## config.mk

```make
export PLATFORM = sky130hd
export DESIGN_NAME = dm_ahb_slave
export DESIGN_NICKNAME = d
export VERILOG_FILES = /design/src/rtl/dm_ahb_slave.sv
export SDC_FILE = /design/constraint.sdc
export NUM_CORES = 1
export LEC_CHECK = 0
export BUFFER_PORTS_ARGS = -buffer_cell sky130_fd_sc_hd__buf_2
export CAP_MARGIN = 20
export CORE_AREA = 2 2 74 76
export DETAILED_ROUTE_END_ITERATION = 10
export DIE_AREA = 0 0 76 78
export GPL_TIMING_DRIVEN = 0
export MAX_ROUTING_LAYER = met4
export PLACE_DENSITY = 0.76
export SLEW_MARGIN = 20
export SYNTH_ARGS = -nofsm -noshare
export SYNTH_HDL_FRONTEND = slang
export SYNTH_SLANG_ARGS = --single-unit
```

## constraint.sdc

```tcl
create_clock -name clk -period 2.1 [get_ports clk]
set_clock_uncertainty 0.1 [all_clocks]
set_input_delay 0.21 -clock clk [delete_from_list [all_inputs] [get_ports clk]]
set_output_delay 0.21 -clock clk [all_outputs]
set_load 0.005 [all_outputs]
```

## src/rtl/dm_ahb_slave.sv

```systemverilog
// AHB-Lite slave bridging single transfers onto a synchronous data SRAM.
// Pipelined: a new address phase is taken whenever the current data phase completes.
//
// state     | meaning
// IDLE      | no transfer in progress, ready for address phase
// WRITE     | single-cycle SRAM write of the latched transfer
// RD_WAIT   | SRAM read issued, bus held with HReady_out low
// RD_DATA   | SRAM read data returned on HRead_data
// ERR1      | first ERROR cycle, bus held
// ERR2      | second ERROR cycle, bus released
module dm_ahb_slave #(
  parameter int MEM_WORDS = 16384,
  parameter int AW        = 14
) (
  input  logic          clk,
  input  logic          rst,
  input  logic          HSel,
  input  logic [31:0]   HAddress,
  input  logic [1:0]    HTrans,
  input  logic [2:0]    HSize,
  input  logic          HWrite,
  input  logic [31:0]   HWrite_data,
  input  logic          HReady,
  output logic          HReady_out,
  output logic [1:0]    HResp,
  output logic [31:0]   HRead_data,
  output logic          DM_cs,
  output logic          DM_oe,
  output logic [3:0]    DM_we,
  output logic [AW-1:0] DM_addr,
  output logic [31:0]   DM_wdata,
  input  logic [31:0]   DM_rdata
);

  typedef enum logic [2:0] {
    S_IDLE, S_WRITE, S_RD_WAIT, S_RD_DATA, S_ERR1, S_ERR2
  } state_t;

  state_t        r_state, w_next;
  logic [AW+1:0] r_addr;
  logic [1:0]    r_size;
  logic          r_write;

  logic          w_can_accept, w_active, w_accept, w_oob, w_illegal;
  logic [3:0]    w_we;

  assign w_can_accept = (r_state == S_IDLE) || (r_state == S_WRITE) ||
                        (r_state == S_RD_DATA) || (r_state == S_ERR2);
  assign w_active     = (HTrans == 2'b10) || (HTrans == 2'b11);
  assign w_accept     = w_can_accept && HSel && HReady && w_active;

  // Anything past the last SRAM word is rejected rather than aliased.
  assign w_oob     = (HAddress[31:2] >= 30'(MEM_WORDS));
  assign w_illegal = HSize[2] || (HSize[1:0] == 2'b11) ||
                     ((HSize[1:0] == 2'b01) && HAddress[0]) ||
                     ((HSize[1:0] == 2'b10) && (HAddress[1:0] != 2'b00)) ||
                     w_oob;

  always_comb begin
    w_we = 4'b1111;
    case (r_size)
      2'b00:   w_we = 4'b0001 << r_addr[1:0];
      2'b01:   w_we = r_addr[1] ? 4'b1100 : 4'b0011;
      default: w_we = 4'b1111;
    endcase
  end

  always_ff @(posedge clk or posedge rst) begin
    if (rst) begin
      r_state <= S_IDLE;
      r_addr  <= '0;
      r_size  <= 2'b00;
      r_write <= 1'b0;
    end else begin
      r_state <= w_next;
      if (w_accept) begin
        r_addr  <= HAddress[AW+1:0];
        r_size  <= HSize[1:0];
        r_write <= HWrite;
      end
    end
  end

  always_comb begin
    w_next     = S_IDLE;
    HReady_out = 1'b1;
    HResp      = 2'b00;
    HRead_data = 32'h0;
    DM_cs      = 1'b0;
    DM_oe      = 1'b0;
    DM_we      = 4'b0000;
    DM_addr    = '0;
    DM_wdata   = 32'h0;

    case (r_state)
      S_WRITE: begin
        DM_cs    = 1'b1;
        DM_we    = w_we;
        DM_addr  = r_addr[AW+1:2];
        DM_wdata = HWrite_data;
      end
      S_RD_WAIT: begin
        DM_cs      = 1'b1;
        DM_oe      = ~r_write;
        DM_addr    = r_addr[AW+1:2];
        HReady_out = 1'b0;
      end
      S_RD_DATA: HRead_data = DM_rdata;
      S_ERR1: begin
        HResp      = 2'b01;
        HReady_out = 1'b0;
      end
      S_ERR2:  HResp = 2'b01;
      default: ;
    endcase

    if (r_state == S_RD_WAIT)
      w_next = S_RD_DATA;
    else if (r_state == S_ERR1)
      w_next = S_ERR2;
    else if (w_accept)
      w_next = w_illegal ? S_ERR1 : (HWrite ? S_WRITE : S_RD_WAIT);
  end

endmodule
```

# Word-level counts from Yosys, hierarchy flattened
# Cells that the tools add are included.
# word_totals
ff_bits	22
in_bits	106
out_inout_bits	87
wordCells	52
# op_classes
n_lt_le_gt_ge	1
n_eq_ne	11
shift	1
muxes	15
n_bitwise	1
n_reduce_logical	19
# op_table
operator	n
$mux W32	2
$ge A30 B15 Y1 const B	1
$mux W14	1
$mux W3	4
$eq A2 B2 Y1 const B	4
$logic_or A1 B1 Y1	8
$mux W4	2
$pmux W4 S2	1
$eq A3 B2 Y1 const B	2
$eq A3 B3 Y1 const B	2
$reduce_or A2 Y1	3
$logic_and A1 B1 Y1	5
$eq A2 B1 Y1 const B	2
$mux W1	4
$shl A1 B2 Y4 const A	1
$eq A3 B1 Y1 const B	1
$logic_not A3 Y1	1
$logic_not A2 Y1	1
$mux W2	1
$reduce_bool A2 Y1	1
$not A1 Y1	1

# Depth between registers and ports, before layout
# depth
word_depth	10
mapped_depth	5
depth_no_buf	4

# Worst setup path before layout
# Ideal clock, no wire load.
# synth_path
path_kind	register to register
from	register r_state[0]
to	register r_addr[1]
setup_time_ps	125
arrival_ps	1470
required_ps	1875
setup_slack_ps	405
stages_incl_launch_ff	6
path_buffers	1
synth_period_minus_slack_ps	1695
cell_sequence	dfrtp_1 inv_2 maj3_2 nor2_8 buf_6 mux2_2
# synth_between
elab_chain_len	7
elab_cells_between_ends	10
classes_between	3 x eq/ne; 7 x reduce/logical
# synth_rtl
element	line	text
from (decl)	39	state_t r_state, w_next;
from (signal assigned)	75	r_state <= w_next;
$eq A3 B1 Y1 or $logic_not A3 Y1 (tied branches)	47	assign w_can_accept = (r_state == S_IDLE) || (r_state == S_WRITE) ||
$logic_or A1 B1 Y1 (2 in a row)	47	
$logic_or A1 B1 Y1 (*)	48	(r_state == S_RD_DATA) || (r_state == S_ERR2);
$logic_and A1 B1 Y1 (*) (3 in a row)	50	assign w_accept = w_can_accept && HSel && HReady && w_active;
to (signal assigned)	77	r_addr <= HAddress[AW+1:0];
to (decl)	40	logic [AW+1:0] r_addr;
# Every way passes the cells marked *; elsewhere a longest branch is shown, timed or not.
# A chain may end at the register's enable or synchronous reset.

# Worst setup path after layout
# layout_path
from	register r_state[0]
to	output DM_wdata[24]
# layout_between
elab_chain_len	2
# layout_rtl
element	line	text
$eq A3 B1 Y1	95	case (r_state)
$mux W32	95	
to (decl)	31	output logic [31:0] DM_wdata,
# Every way passes these cells.

==> impl_metrics.tcl <==
set metrics [dict create \
    slew_headroom 0.465 \
    synthArstFlopShare 1.00 \
    power_w 0.00220 \
    wirelength_um 5340 \
    h-tree-depth 1 \
    p_per_area_nw_per_um2 814 \
    drc 0 \
    root_buffer "clkbuf_8" \
    critical_path_arrival_ps 1650 \
    start_util 0.308 \
    synthTopCellsByCount "78 x and2_1, 22 x dfrtp_1, 18 x mux2_2" \
    hold_violations 22 \
    ir_worst_vdd_uv 597 \
    ant_nets 0 \
    setup_viol 0 \
    hpwl_um 4610 \
    slowest_stage "dfrtp_1" \
    insertion_delay_ps 260 \
    clock_sink_count 22 \
    core_region_area_um2 5040 \
    grt_pass1_wl_um 8560 \
    cp_num_buf_inv 3 \
    yosysTopAreaCellShare 0.355 \
    clk_pin_slew_ps 80 \
    synth_edf_count 0 \
    synthFlopType "dfrtp_1" \
    final_area_um2 2700 \
    slew_violations 0 \
    grt_usage 0.179 \
    vias 1866 \
    fmax_mhz 509 \
    synth_seq_cells 22 \
    ios 193 \
    path_max_fanout 10 \
    holdBufCountCts 0 \
    fin_nets 474 \
    fin_tns_setup_ps 0 \
    critPathLaunchType "flop" \
    slowest_delay_ps 450 \
    io_buffers 190 \
    synth_area_um2 1550 \
    holdWs_ps -17.0 \
    grt_start_max_net_pins 23 \
    preCtsSetupSlack_ps -80.9 \
    path_depth 5 \
    n_antenna_cell 0 \
    avgViaCountPerCell 4.27 \
    worst_slack_ps 137 \
    wire_per_inst_um 12.2 \
    violations "negative hold slack" \
    drive_above_1_share 0.629 \
    die-area_um2 5930 \
    gp_congestion 0.813 \
    cts_buffer_depth 2 \
    min_path_type "primary input to async pin" \
    leakagePower_nw 1.63 \
    seq_area_frac_synth 0.355 \
    worstPathRequired_ps 1790 \
    dr.pass1.iters 4 \
    drt_iter0_drc 28 \
    synth_cell_types 27 \
    antenna_found_initial 0 \
    die-height_um 78 \
    grt_pass1_vias 1908 \
    min_period_over_period 0.935 \
    cts_made_buffers 3 \
    cp-end-kind "primary output" \
    yosysMostFrequentCell "and2_1" \
    grt_overflow 0 \
    avgSynthCellArea_um2 9.03 \
    die_w_um 76 \
    num_rows 26 \
    cts_tree "built" \
    crit_chain "inv_2, nor3_4, clkbuf_2, and2_1, buf_2" \
    synthCells 172 \
    placed_area_um2 2590 \
    fin_util 0.535 \
    synth_area_leaders "dfrtp_1 35%, and2_1 31%, mux2_2 13%" \
    area_delta_synth_final_pct 73.9 \
    crit_type "flop to primary output" \
    finalWorstPathRequiredPeriod_ps 1960 \
    synth_top_area_cell "dfrtp_1" \
    cp_top_family "buffers and inverters" \
    maxCapViolations 0 \
    yosys_warnings 0 \
    tightestPinTransition_ps 802 \
    r2r_cells 5 \
    syn_nets 278 \
    outcome "finished, violations left" \
]
## kinds of logic (layout without fill, tap and decap cells)
kind of cell / after synthesis / count (layout) / synth area share
AOI/OAI and AO/OA: 11 / 11 / 0.0492
xor gates and xnor gates: 1 / 1 / 0.00564
adders and majority gates: 1 / 1 / 0.00725
buffers and inverters: 14 / 209 / 0.0411
DFF: 22 / 22 / 0.355
muxes: 18 / 18 / 0.131
other: 1 / 1 / 0.00242
and+or+nand+nor: 104 / 104 / 0.409
## per-layer routing
layer | routed length (um) | global-route usage | vias to the layer above
met1 | 2080 | 0.202 | 815
met4 | 82 | 0.0509 | 0
met3 | 453 | 0.0407 | 8
met2 | 2720 | 0.321 | 100
met5 | 0 | - | -
li1 | - | - | 943
## state kept, by name, indices dropped and copies added, names as in the netlist
register / cells
r_state: 3
r_addr: 16
r_write: 1
r_size: 2
## stage by stage
stage                     std cells  hold slack (ps)
after floorplan                 172             99.2
after global placement          432              303
after detailed placement        432              313
after CTS                       436             23.6
after global routing            437             63.5
final                           437            -17.0
## repair_timing
action                                  CTS  global route
buffers inserted                          0             1
endpoints found under the setup margin   36            70
resized for setup                         3            16
cloned                                    0             0
## worst paths after layout
path	startpoint	end	slack [ps]
max	r_state[0]$_DFF_PP0_	DM_wdata[24]	140
min	rst	r_addr[10]$_DFFE_PP0P_	-20
max reg2reg	r_state[0]$_DFF_PP0_	r_addr[4]$_DFFE_PP0P_	220
min reg2reg	r_addr[7]$_DFFE_PP0P_	r_addr[7]$_DFFE_PP0P_	400
max in group asynchronous	rst	r_addr[15]$_DFFE_PP0P_	1410
min in group clk	HAddress[5]	r_addr[5]$_DFFE_PP0P_	70
## final cells by class
type | instances | area [um^2]
multi-input combinational | 136 | 960
clock buffer | 3 | 41.3
buffer | 9 | 53.8
fill | 476 | 2340
inverter | 5 | 18.8
clock inverter | 1 | 30.0
sequential | 22 | 551
timing repair buffer | 191 | 958
tap | 70 | 87.6
## cells in the final DEF, fill, tap and decap left out, drive strengths merged
cell / instances
and2: 78
dfrtp: 22
nand2b: 3
nand4: 1
o21ai: 4
bufinv: 1
nor4: 3
nor3: 3
nor2: 9
clkbuf: 10
conb: 1
o21a: 2
a21oi: 2
maj3: 1
buf: 193
or2: 1
nand2: 2
o41ai: 1
nand3: 2
a31o: 1
mux2: 18
o22ai: 1
inv: 5
nor2b: 2
xnor2: 1
## power by group
part | switching, W | internal (W)
logic | 0.000463 | 0.000597
clock network | 0.000143 | 0.000255
registers | 0.000128 | 0.000611
total | 0.000734 | 0.00146
## worst reg2reg max path, stage by stage, from the launching register on
cell	delay, ps
dfrtp_1	450
inv_2	110
maj3_2	370
nor2_8	210
buf_6	180
mux2_2	340
No activity file was read; power rests on OpenSTA's default activity.
